### config.mk
export PLATFORM = sky130hd
export DESIGN_NAME = mem_port_sched_flat
export DESIGN_NICKNAME = d
export VERILOG_FILES = /design/src/rtl/mem_port_sched_pkg.sv /design/src/rtl/mem_port_sched_if.sv /design/src/rtl/mem_port_sched_rr_arb2.sv /design/src/rtl/mem_port_sched.sv /design/src/flat_wrapper.sv
export SDC_FILE = /design/constraint.sdc
export NUM_CORES = 1
export LEC_CHECK = 0
export CAP_MARGIN = 20
export CORE_MARGIN = 2
export CORE_UTILIZATION = 42
export CTS_CLUSTER_DIAMETER = 120
export DETAILED_ROUTE_END_ITERATION = 12
export MAX_ROUTING_LAYER = met4
export PLACE_DENSITY = 0.77
export SLEW_MARGIN = 15
export SYNTH_ARGS = -nofsm -noshare
export SYNTH_HDL_FRONTEND = slang
export SYNTH_HIERARCHICAL = 1
export SYNTH_SLANG_ARGS = --single-unit
### constraint.sdc
create_clock -name clock -period 3.9 [get_ports clock]
set_input_delay 0.585 -clock clock [delete_from_list [all_inputs] [get_ports clock]]
set_output_delay 0.585 -clock clock [all_outputs]
set_load 0.05 [all_outputs]
### src/rtl/mem_port_sched_pkg.sv
// Shared constants for the two-requester memory port scheduler:
// FSM state encodings, default line geometry and port indices.
package mem_sched_pkg;

   localparam int AWIDTH_DEF = 16;
   localparam int DWIDTH_DEF = 8;
   localparam int BLOCKSIZE  = 4;
   localparam int LW         = DWIDTH_DEF * BLOCKSIZE;

   typedef logic [1:0] sched_state_t;

   localparam sched_state_t ST_IDLE   = 2'd0;
   localparam sched_state_t ST_WAIT   = 2'd1;
   localparam sched_state_t ST_RBURST = 2'd2;
   localparam sched_state_t ST_DONE   = 2'd3;

   localparam logic PORT0 = 1'b0;
   localparam logic PORT1 = 1'b1;

endpackage

### src/rtl/mem_port_sched_if.sv
// Line-transaction handshake between one cache fill/writeback engine and the
// scheduler. master = requester side, slave = scheduler side.
interface mem_req_if #(
   parameter int AWIDTH = 16,
   parameter int LW     = mem_sched_pkg::LW
);
   logic              req;
   logic              we;
   logic [AWIDTH-1:0] addr;
   logic [LW-1:0]     wdata;
   logic              gnt;
   logic              done;
   logic [LW-1:0]     rdata;

   modport master (output req, we, addr, wdata, input gnt, done, rdata);
   modport slave  (input req, we, addr, wdata, output gnt, done, rdata);

endinterface

### src/rtl/mem_port_sched_rr_arb2.sv
// Two-input round-robin arbiter. The pointer names the port that wins a tie and
// moves to the port opposite the one just served when advance is strobed.
module rr_arb2 import mem_sched_pkg::*; (
   input  logic       clock,
   input  logic       reset,
   input  logic [1:0] req,
   input  logic       advance,
   input  logic       served,
   output logic [1:0] grant
);

   logic pointer;

   always_ff @(posedge clock or posedge reset) begin
      if (reset) begin
         pointer <= PORT0;
      end else if (advance) begin
         pointer <= ~served;
      end
   end

   always_comb begin
      grant = 2'b00;
      case (req)
         2'b01:   grant = 2'b01;
         2'b10:   grant = 2'b10;
         2'b11:   grant = (pointer == PORT1) ? 2'b10 : 2'b01;
         default: grant = 2'b00;
      endcase
   end

endmodule

### src/rtl/mem_port_sched.sv
// Shares one byte-serial memory port between two line requesters; each grant
// moves one whole line, serialised/deserialised through a single shift register.
//
//   state  | meaning
//   IDLE   | wait for a request with memory ready, arbitrate, issue command
//   WAIT   | command out until memory goes busy; write beats leave on busy cycles
//   RBURST | collect BLOCKSIZE read beats, LSB first
//   DONE   | pulse done, publish read line, advance round-robin pointer
module mem_port_sched #(
   parameter int AWIDTH    = 16,
   parameter int DWIDTH    = 8,
   parameter int BLOCKSIZE = 4
) (
   input  logic              clock,
   input  logic              reset,
   mem_req_if.slave          m0,
   mem_req_if.slave          m1,
   output logic [AWIDTH-1:0] addr_mem,
   output logic              rd_mem,
   output logic              wr_mem,
   output logic [DWIDTH-1:0] wdata_mem,
   input  logic [DWIDTH-1:0] rdata_mem,
   input  logic              ready_mem
);
   import mem_sched_pkg::*;

   localparam int LINE_W = DWIDTH * BLOCKSIZE;
   localparam int BW     = $clog2(BLOCKSIZE) + 1;
   localparam logic [BW-1:0] BEAT_LAST = BW'(BLOCKSIZE - 1);
   localparam logic [BW-1:0] BEAT_FULL = BW'(BLOCKSIZE);

   sched_state_t        state;
   logic                cur;
   logic                we_q;
   logic                low_seen;
   logic [BW-1:0]       beat;
   logic [LINE_W-1:0]   shreg;
   logic [1:0]          gnt_q;
   logic [1:0]          done_q;
   logic [LINE_W-1:0]   rdata0_q;
   logic [LINE_W-1:0]   rdata1_q;

   logic [1:0]          req_v;
   logic [1:0]          arb_gnt;
   logic                arb_adv;
   logic                win;
   logic                we_sel;
   logic [AWIDTH-3:0]   addr_hi_sel;
   logic [LINE_W-1:0]   wdata_sel;
   logic                unused_addr_lsbs;

   assign req_v       = {m1.req, m0.req};
   assign arb_adv     = (state == ST_DONE);
   assign win         = arb_gnt[PORT1];
   assign we_sel      = win ? m1.we : m0.we;
   assign addr_hi_sel = win ? m1.addr[AWIDTH-1:2] : m0.addr[AWIDTH-1:2];
   assign wdata_sel   = win ? m1.wdata : m0.wdata;

   // Line-aligned addressing: the byte offset within a line is not used.
   assign unused_addr_lsbs = ^{m0.addr[1:0], m1.addr[1:0]};

   rr_arb2 u_arb (
      .clock   (clock),
      .reset   (reset),
      .req     (req_v),
      .advance (arb_adv),
      .served  (cur),
      .grant   (arb_gnt)
   );

   always_ff @(posedge clock or posedge reset) begin
      if (reset) begin
         state     <= ST_IDLE;
         cur       <= PORT0;
         we_q      <= 1'b0;
         low_seen  <= 1'b0;
         beat      <= '0;
         shreg     <= '0;
         gnt_q     <= 2'b00;
         done_q    <= 2'b00;
         rdata0_q  <= '0;
         rdata1_q  <= '0;
         addr_mem  <= '0;
         rd_mem    <= 1'b0;
         wr_mem    <= 1'b0;
         wdata_mem <= '0;
      end else begin
         gnt_q  <= 2'b00;
         done_q <= 2'b00;
         case (state)
            ST_IDLE: begin
               if ((|req_v) && ready_mem) begin
                  gnt_q     <= arb_gnt;
                  cur       <= win;
                  we_q      <= we_sel;
                  addr_mem  <= {addr_hi_sel, 2'b00};
                  rd_mem    <= ~we_sel;
                  wr_mem    <= we_sel;
                  shreg     <= wdata_sel;
                  wdata_mem <= wdata_sel[DWIDTH-1:0];
                  beat      <= '0;
                  low_seen  <= 1'b0;
                  state     <= ST_WAIT;
               end
            end
            ST_WAIT: begin
               if (!ready_mem) begin
                  rd_mem   <= 1'b0;
                  wr_mem   <= 1'b0;
                  low_seen <= 1'b1;
                  // Memory took the current beat this cycle; present the next.
                  if (we_q && (beat != BEAT_FULL)) begin
                     beat      <= beat + 1'b1;
                     shreg     <= shreg >> DWIDTH;
                     wdata_mem <= (beat == BEAT_LAST) ? '0 : shreg[2*DWIDTH-1:DWIDTH];
                  end
               end else if (low_seen) begin
                  beat  <= '0;
                  state <= we_q ? ST_DONE : ST_RBURST;
               end
            end
            ST_RBURST: begin
               shreg <= {rdata_mem, shreg[LINE_W-1:DWIDTH]};
               beat  <= beat + 1'b1;
               if (beat == BEAT_LAST) begin
                  state <= ST_DONE;
               end
            end
            ST_DONE: begin
               done_q <= (cur == PORT1) ? 2'b10 : 2'b01;
               if (!we_q) begin
                  if (cur == PORT1) rdata1_q <= shreg;
                  else              rdata0_q <= shreg;
               end
               state <= ST_IDLE;
            end
            default: state <= ST_IDLE;
         endcase
      end
   end

   assign m0.gnt   = gnt_q[0];
   assign m1.gnt   = gnt_q[1];
   assign m0.done  = done_q[0];
   assign m1.done  = done_q[1];
   assign m0.rdata = rdata0_q;
   assign m1.rdata = rdata1_q;

endmodule

### src/flat_wrapper.sv
// flat-port wrapper written by rule: the top's interface ports become plain ports
module mem_port_sched_flat import mem_sched_pkg::*;
#(
   parameter int AWIDTH    = 16,
   parameter int DWIDTH    = 8,
   parameter int BLOCKSIZE = 4
)
  (clock, reset, addr_mem, rd_mem, wr_mem, wdata_mem, rdata_mem, ready_mem, m0_req, m0_we, m0_addr, m0_wdata, m0_gnt, m0_done, m0_rdata, m1_req, m1_we, m1_addr, m1_wdata, m1_gnt, m1_done, m1_rdata);
  mem_req_if #(.AWIDTH(AWIDTH), .LW(LW)) m0_i ();
  mem_req_if #(.AWIDTH(AWIDTH), .LW(LW)) m1_i ();
  input  logic clock;
  input  logic reset;
  output logic [AWIDTH-1:0] addr_mem;
  output logic rd_mem;
  output logic wr_mem;
  output logic [DWIDTH-1:0] wdata_mem;
  input  logic [DWIDTH-1:0] rdata_mem;
  input  logic ready_mem;
  input wire logic [$bits(m0_i.req)-1:0] m0_req;
  input wire logic [$bits(m0_i.we)-1:0] m0_we;
  input wire logic [$bits(m0_i.addr)-1:0] m0_addr;
  input wire logic [$bits(m0_i.wdata)-1:0] m0_wdata;
  output wire logic [$bits(m0_i.gnt)-1:0] m0_gnt;
  output wire logic [$bits(m0_i.done)-1:0] m0_done;
  output wire logic [$bits(m0_i.rdata)-1:0] m0_rdata;
  input wire logic [$bits(m1_i.req)-1:0] m1_req;
  input wire logic [$bits(m1_i.we)-1:0] m1_we;
  input wire logic [$bits(m1_i.addr)-1:0] m1_addr;
  input wire logic [$bits(m1_i.wdata)-1:0] m1_wdata;
  output wire logic [$bits(m1_i.gnt)-1:0] m1_gnt;
  output wire logic [$bits(m1_i.done)-1:0] m1_done;
  output wire logic [$bits(m1_i.rdata)-1:0] m1_rdata;
  assign m0_i.req = m0_req;
  assign m0_i.we = m0_we;
  assign m0_i.addr = m0_addr;
  assign m0_i.wdata = m0_wdata;
  assign m0_gnt = m0_i.gnt;
  assign m0_done = m0_i.done;
  assign m0_rdata = m0_i.rdata;
  assign m1_i.req = m1_req;
  assign m1_i.we = m1_we;
  assign m1_i.addr = m1_addr;
  assign m1_i.wdata = m1_wdata;
  assign m1_gnt = m1_i.gnt;
  assign m1_done = m1_i.done;
  assign m1_rdata = m1_i.rdata;
  mem_port_sched #(.AWIDTH(AWIDTH), .DWIDTH(DWIDTH), .BLOCKSIZE(BLOCKSIZE)) u_core (.clock(clock), .reset(reset), .m0(m0_i), .m1(m1_i), .addr_mem(addr_mem), .rd_mem(rd_mem), .wr_mem(wr_mem), .wdata_mem(wdata_mem), .rdata_mem(rdata_mem), .ready_mem(ready_mem));
endmodule
# Word level (Yosys, flattened, before mapping)
# Index checks and enable logic that the tools add are counted.
[op_classes] n_addsub=1 multipliers=0 n_div=0 magnitude_cmp=0 eq_ne=16 shifts=0 mux=37 bitwise_logic=3 reduce_logical=14
[ops] operator="32-bit 2-to-1 mux" count=4
[ops] operator="32-bit one-hot mux with 3 select lines" count=1
[ops] operator="8-bit 2-to-1 mux" count=4
[ops] operator="2-bit 2-to-1 mux" count=9
[ops] operator="8-bit one-hot mux with 2 select lines" count=1
[ops] operator="4-bit AND reduction" count=4
[ops] operator="14-bit 2-to-1 mux" count=1
[ops] operator="3-bit 2-to-1 mux" count=4
[ops] operator="3-bit one-hot mux with 3 select lines" count=1
[ops] operator="3-bit AND reduction" count=3
[ops] operator="2-bit equality test, second input constant" count=4
[ops] operator="2-bit by 1-bit != test with 1-bit output, second input constant" count=4
[ops] operator="2-bit one-hot mux with 4 select lines" count=1
[ops] operator="1-bit 2-to-1 mux" count=7
[ops] operator="3-bit by 2-bit != test with 1-bit output, second input constant" count=2
[ops] operator="1-bit one-hot mux with 2 select lines" count=3
[ops] operator="2-bit one-hot mux with 3 select lines" count=1
[ops] operator="2-bit by 1-bit equality test with 1-bit output, second input constant" count=2
[ops] operator="2-bit != test, second input constant" count=2
[ops] operator="3-bit by 1-bit adder with 3-bit output, second input constant" count=1
[ops] operator="3-bit by 2-bit equality test with 1-bit output, second input constant" count=1
[ops] operator="3-bit != test, second input constant" count=1
[ops] operator="1-bit inverter" count=3
[ops] operator="3-bit nonzero test" count=1
[ops] operator="other kinds (5)" count=6
[totals] reg_bits=133 latch_bits=0 ram_bits=0 romBits=0 in_bits=111 output_inout_bits=94 memories=0

# Longest topological paths before layout
# Gate-level depths: netlist of the first run.
[logic_depth] ltp_word=6 depth_mapped=8

# By module
# Netlist of the first run, hierarchy kept.
[by_module_without_submodules] module="mem_port_sched" instances=1 cells_per_inst=488 area_each_um2=6063.3
[by_module_without_submodules] module="rr_arb2" instances=1 cells_per_inst=7 area_each_um2=56.3

# Worst setup path before layout of the first run
# No wires, ideal clock.
[synth_path] kind="input port to flip-flop" start="input port m1_req" end="register u_core.shreg[0]" setup_time_ns=0.125 arrival_time_ns=1.671 required_ns=3.775 setup_slack_ns=2.104 path_stages=6 cell_sequence="a21boi_1 > clkbuf_1 > buf_2 > mux2i_1 > o21ai_0 > mux2_4"
[synth_via] elab_chain_cells=5 elab_cells_between_ends=11 classes_between="eq/ne: 4; mux: 4; reduce/logical: 3"
[synth_lines] item="from (decl)" line_no="flat_wrapper.sv:26" rtl="input wire logic [$bits(m1_i.req)-1:0] m1_req;"
[synth_lines] item="2-bit equality test or 2-bit by 1-bit equality test with 1-bit output (tied branches)" line_no="mem_port_sched_rr_arb2.sv:24" rtl="case (req)"
[synth_lines] item="2-bit one-hot mux with 3 select lines" line_no="mem_port_sched_rr_arb2.sv:24"
[synth_lines] item="32-bit 2-to-1 mux" line_no="mem_port_sched.sv:57" rtl="assign wdata_sel = win ? m1.wdata : m0.wdata;"
[synth_lines] item="32-bit 2-to-1 mux" line_no="mem_port_sched.sv:92" rtl="if ((|req_v) && ready_mem) begin"
[synth_lines] item="32-bit one-hot mux with 3 select lines" line_no="mem_port_sched.sv:90" rtl="case (state)"
[synth_lines] item="to (signal assigned)" line_no="mem_port_sched.sv:99" rtl="shreg <= wdata_sel;"
[synth_lines] item="to (signal assigned)" line_no="mem_port_sched.sv:114" rtl="shreg <= shreg >> DWIDTH;"
[synth_lines] item="to (signal assigned)" line_no="mem_port_sched.sv:123" rtl="shreg <= {rdata_mem, shreg[LINE_W-1:DWIDTH]};"
[synth_lines] item="to (decl)" line_no="mem_port_sched.sv:37" rtl="logic [LINE_W-1:0] shreg;"
# Several ways; a longest one is shown, not always the timed one. The select of a mux whose other input is x is not followed.
# A chain may end at the register's enable or synchronous reset.

# Final worst setup path of the first run
[layout_path] start="register u_core.state[1]" end="register u_core.shreg[30]"
[layout_via] elab_chain_cells=3 elab_cells_between_ends=9 classes_between="eq/ne: 5; mux: 1; reduce/logical: 3"
[layout_lines] item="from (decl)" line_no="mem_port_sched.sv:32" rtl="sched_state_t state;"
[layout_lines] item="from (signal assigned)" line_no="mem_port_sched.sv:119" rtl="state <= we_q ? ST_DONE : ST_RBURST;"
[layout_lines] item="2-bit by 1-bit equality test with 1-bit output (tied with other cells)" line_no="mem_port_sched.sv:90"
[layout_lines] item="2-bit by 1-bit != test with 1-bit output (no source line) (tied with other cells)"
[layout_lines] item="4-bit AND reduction (no source line)"
# Several ways; a longest one is shown, not always the timed one.

==> results of run 1 <==
## power by group through the flow
stage          Clock (uW)  Combinational, uW  Sequential [uW]
2_1_floorplan           0               1700             3820
3_3_place_gp            0               4440             2410
3_5_place_dp            0               4550             2450
4_1_cts              1520               4560             2430
5_1_grt              1580               4790             2520
6_report             1490               4550             2430
## per-stage QoR
stage | hold WS [ns] | power (uW) | area (sq um) | worst slack (ns)
2_1_floorplan | 0.314 | 5520 | 6130 | 1.68
3_3_place_gp | 0.469 | 6850 | 8240 | 1.13
3_5_place_dp | 0.470 | 7000 | 8240 | 0.992
4_1_cts | 0.375 | 8510 | 8790 | 0.960
5_1_grt | 0.386 | 8890 | 8800 | 0.828
6_report | 0.394 | 8460 | 8800 | 1.05
## logic make-up after synthesis
| family | after synthesis |
|---|---|
| other | 1 |
| buffers and inverters | 44 |
| adders and majority gates | 8 |
| DFF | 133 |
| muxes | 153 |
| and+or+nand+nor | 77 |
| AOI/OAI and AO/OA | 79 |
## path summary, 6_finish.rpt
path | startpoint | endpoint | slack [ns] | cells after the start
max in group asynchronous | reset | u_core/beat[2] | 2.50 | 3
hold reg to reg | u_core/addr_mem[5] | u_core/addr_mem[5] | 0.48 | 2
setup reg to reg | u_core/state[1] | u_core/shreg[30] | 1.05 | 5
min in group clock | u_core/addr_mem[5] | u_core/addr_mem[5] | 0.48 | 2
hold / removal | reset | u_core/u_arb/pointer | 0.39 | 2
setup / recovery | u_core/state[1] | u_core/shreg[30] | 1.05 | 5
## layer usage
metal	track usage, %	part of all wire [%]	vias to the layer above
met1	25.3	42	2320
li1	-	-	2113
met2	37.0	52	104
met4	8.79	1.7	0
met3	4.38	3.5	24
met5	-	0	-
## state kept, by name, indices dropped and copies added (netlist names)
| register | count |
|---|---|
| u_core/low_seen | 1 |
| u_core/cur | 1 |
| u_core/m1.rdata | 32 |
| u_core/state | 2 |
| u_core/wdata_mem | 8 |
| u_core/beat | 3 |
| u_core/m0.rdata | 32 |
| u_core/addr_mem | 14 |
| u_core/gnt_q | 2 |
| u_core/we_q | 1 |
| u_core/done_q | 2 |
| u_core/shreg | 32 |
| u_core/wr_mem | 1 |
| u_core/u_arb/pointer | 1 |
| u_core/rd_mem | 1 |
## cells in the final DEF, fill, tap and decap left out, types with 3 or more instances in the layout
| cell type | Yosys | routed |
|---|---|---|
| a21oi_1 | 3 | 3 |
| buf_4 | 5 | 3 |
| clkbuf_16 | 0 | 17 |
| clkbuf_8 | 0 | 5 |
| clkdlybuf4s50_1 | 0 | 198 |
| dfrtp_1 | 133 | 133 |
| ha_1 | 8 | 8 |
| inv_1 | 12 | 11 |
| mux2_1 | 3 | 3 |
| mux2_2 | 97 | 97 |
| mux2_4 | 6 | 6 |
| mux2i_1 | 47 | 47 |
| nand2_1 | 63 | 62 |
| nor2_1 | 6 | 6 |
| nor2b_1 | 4 | 4 |
| o21ai_0 | 49 | 49 |
| o21ai_1 | 3 | 3 |
| o22ai_1 | 9 | 9 |
## layout make-up
| class | count | area (sq um) | share of cell area (%) |
|---|---|---|---|
| Timing Repair Buffer | 204 | 2060 | 23.4 |
| Inverter | 12 | 48.8 | 0.554 |
| Clock buffer | 24 | 502 | 5.70 |
| Clock inverter | 4 | 47.5 | 0.540 |
| Tap cell | 184 | 230 | 2.62 |
| Sequential cell | 133 | 3330 | 37.8 |
| Multi-Input combinational cell | 319 | 2590 | 29.4 |
## worst max-delay path: cells and delay by family (launching register included)
| kind | cells | cell delay (ns) |
|---|---|---|
| and+or+nand+nor | 1 | 0.73 |
| muxes | 1 | 0.42 |
| adders and majority gates | 1 | 0.81 |
| buffers and inverters | 1 | 0.14 |
| DFF | 1 | 0.41 |
| AOI/OAI and AO/OA | 1 | 0.19 |
==> results.ini, run 1 <==
[sta]
tightest_slew_ns=0.966
tns_ns=0
rsz0062_at_grt=no
period_share_pct=73.2
skew_ns=0.00759
hold_viol=0
clock.fmax_mhz=350
finalSetupViolations=0
slew_headroom_pct=35.6
finalCriticalPeriod_ns=2.85
finalMaxSlewViolations=0

[power]
ir_drop_mv=0.459
seqPwrFrac_pct=28.7
p_clk_share_pct=17.6
combPwrFrac_pct=53.7
p_sw_uw=3720
power_per_cell_area_nw_per_um2=962
p_int_uw=4740
p_sw_share_pct=44.0
p_leak_uw=0.00392

[final_layout]
diodes=0
drive_above_1_share_pct=20.7
fillers=1118
area_growth_pct=43.9
nNetsFinal=806
final_util_pct=61.3
final_cells=880

[routing]
drt-wirelength-per-cell_um=18.2
dr_total_vias=4561
antenna_left=0
first_pass_iters=4
first_iter_violations=285
post-route-drc-count=0
via_per_inst=5.18
totalWireLength_um=16000

[clocking]
clk-insertion-delay-late_ns=0.42
root_buffer=clkbuf_16
ctsResizeCount=0
cts_tree=yes
cts_buffer_depth=2
cts_buffers=17
path_clk_slew_ns=0.05
cts_htree_levels=4
cts_sinks=133
ctsHoldBuffers=0
post_cts.repair.setup_buffers=0

[synthesis]
yosysTopAreaCellShare_pct=54.4
synth_fa_ha_area_share_pct=1.64
ys_types=35
synth_edf_count=0
synth_compound_area_share_pct=7.67
yosys.area.top_type=dfrtp_1
syn_inst=495
muxShareOfSynthArea_pct=27.6
synthTopCellsByCount=dfrtp_1, mux2_2, nand2_1
yosys.area_share.simple_pct=5.05
yosysSeqAreaShare_pct=54.4
synthXorXnorAreaFrac_pct=0
ys_top_cells_by_area=dfrtp_1, mux2_2, mux2i_1
syn_avg_cell_area_sq_um=12.4
yosysWarningCount=6
syn-cell-area_sq_um=6120
async_flop_share_pct=100
synth_top_family_by_area=multiplexers
synth.most_common_cell=dfrtp_1
ys_ff_latch=133
synthFlopType=dfrtp_1

[placement]
gp_congestion=0.817
dp_hpwl_um=11300
port_buffers=198
dp.cells=851

[worst_hold_path]
holdCritPathClass=in -> async

[setup_path]
max_stage_delay_ns=0.81
crit_chain=inv_1 -> ha_1 -> o21ai_1 -> nand2_2 -> mux2_2
arrival_ns=3.15
cpMaxStageDelayCell=ha_1
critical_path_required_ns=4.20
cp_max_fo=32
critPathKind=reg -> reg
crit_path_end_kind=flip-flop
critPathLaunchType=flip-flop

[global_routing]
antenna_found_initial=0
grt_remaining_overflow=0
grt_pass1_vias=4891
grt_max_degree=76
grtUsageTotal_pct=21.7
grt_pass1_wl_um=25700

[floorplanning]
num_rows=44
start_util_pct=42.6
die_x_um=125
coreArea_sq_um=14400
io_pins=205
die_area_sq_um=15600
die_h_um=125

[run]
cap_violations=0

[status]
status=finished, final reports clean

No activity file was read; power rests on OpenSTA's default activity.
==> inputs of run 2 (changes only) <==
Clock period 3.9 ns to 2.55 ns, I/O delays scaled along.
==> results.ini, run 2 (synthesis results as in run 1) <==
[global_routing]
antenna_found_initial=0
grt_pass1_vias=4919
grtUsageTotal_pct=22.1
grt_pass1_wl_um=26100
grt_remaining_overflow=0
grt_max_degree=104

[sta]
skew_ns=0.0113
clock.fmax_mhz=450
slew_headroom_pct=32.6
tightest_slew_ns=1.01
finalCriticalPeriod_ns=2.22
finalMaxSlewViolations=0
rsz0062_at_grt=no
tns_ns=0
finalSetupViolations=0
hold_viol=0
period_share_pct=87.1

[setup_path]
cp_num_cells=6
crit_family=compound AO/OA/AOI/OAI gates
arrival_ns=2.57
critPathKind=reg -> reg
crit_chain=inv_1 -> ha_1 -> o21a_1 -> nand2_1 -> o21ai_0 -> mux2_2
cp_max_fo=24
cpMaxStageDelayCell=o21a_1
critPathLaunchType=flip-flop
cp_num_buf_inv=1
crit_path_end_kind=flip-flop
max_stage_delay_ns=0.82
r2r_cells=6
critical_path_required_ns=2.90

[final_layout]
layout_common_cells=clkdlybuf4s50_1, dfrtp_1, mux2_2, nand2_1, o21ai_0
final_common_cell=clkdlybuf4s50_1
nNetsFinal=812
area_growth_pct=44.4
fillers=1127
final_cell_area_sq_um=8840
diodes=0
drive_above_1_share_pct=21.2

[placement]
port_buffers=198
post_dp_cell_area_sq_um=8320
dp_hpwl_um=11500
gp_congestion=0.811

[status]
status=finished, final reports clean

[floorplanning]
coreArea_sq_um=14400
start_util_pct=42.6
num_rows=44
die_area_sq_um=15600
die_x_um=125
io_pins=205
die_h_um=125

[power]
p_leak_uw=0.00394
ir_drop_mv=0.798
power_per_cell_area_nw_per_um2=1450

[clocking]
cts_buffer_depth=2
path_clk_slew_ns=0.05
cts_sinks=133
clk-insertion-delay-late_ns=0.42
cts_tree=yes
ctsHoldBuffers=0
cts_buffers=17
cts_htree_levels=4
post_cts.repair.setup_buffers=0
root_buffer=clkbuf_16
ctsResizeCount=0

[routing]
antenna_left=0
via_per_inst=5.20
totalWireLength_um=16000
dr_total_vias=4621
first_pass_iters=4
drt-wirelength-per-cell_um=18.0
post-route-drc-count=0
first_iter_violations=325

[worst_hold_path]
holdCritPathClass=in -> async

[run]
cap_violations=0

==> run 2: changes by cell type in the layout (fill, tap and decap cells not counted) <==
cell | previous run | this run
buf_8 | 1 | 0
clkinv_2 | 2 | 3
buf_4 | 3 | 8
clkbuf_1 | 2 | 5
bufinv_16 | 1 | 0
buf_12 | 2 | 4
clkbuf_8 | 5 | 4
==> run 2: per-layer routing <==
layer	global-route usage, %	share of wire [%]	vias up
met4	8.72	2.4	0
met3	4.73	4.3	30
met1	25.9	41	2318
met2	37.1	52	129
li1	-	-	2144
met5	-	0	-
==> run 2: worst paths after layout <==
kind	startpoint	to	slack (ns)
worst max-delay path	u_core/state[0]	u_core/shreg[17]	0.33
worst min-delay path	reset	u_core/u_arb/pointer	0.19
worst max register to register	u_core/state[0]	u_core/shreg[17]	0.33
worst min register to register	u_core/addr_mem[13]	u_core/addr_mem[13]	0.48
max in group asynchronous	reset	u_core/beat[0]	1.61
min in group clock	u_core/addr_mem[13]	u_core/addr_mem[13]	0.48
==> run 2: cell type report <==
cell class                      instances  area [sq um]  share of cell area, %
Sequential cell                       133          3330                   37.7
Multi-Input combinational cell        319          2590                   29.3
Timing Repair Buffer                  210          2120                   24.0
Clock buffer                           26           499                   5.65
Tap cell                              184           230                   2.60
Inverter                               12          48.8                  0.552
Clock inverter                          4          22.5                  0.255
==> run 2: worst register-to-register path: stages (launching register included) <==
cell	delay, ns
dfrtp_1	0.40
inv_1	0.15
ha_1	0.27
o21a_1	0.82
nand2_1	0.17
o21ai_0	0.16
mux2_2	0.19
==> run 2: power breakdown <==
group / internal (uW) / switching (uW) / total (uW)
sequential: 3070 / 650 / 3720
combinational: 2770 / 4220 / 6990
clock: 1330 / 823 / 2150
total: 7160 / 5690 / 12900
==> run 2: stage by stage <==
stage               setup slack (ns)  hold WS, ns  total power (uW)  std cells  util [%]
floorplan                      0.530        0.111              8450        496         -
global placement               0.317        0.466             10600        858      57.9
detailed placement             0.215        0.469             10800        858      57.9
CTS                            0.323        0.164             13000        888      61.5
global route                   0.118        0.201             13500        888      61.5
finish                         0.329        0.185             12900        888      61.5
==> inputs of run 3 (changes only) <==
Settings changed: ABC_CLOCK_PERIOD_IN_PS from default to 2550, SLEW_MARGIN 15 to 10.
==> results of run 3 <==
Final layout, timing and power as in run 2 (identical DEF).
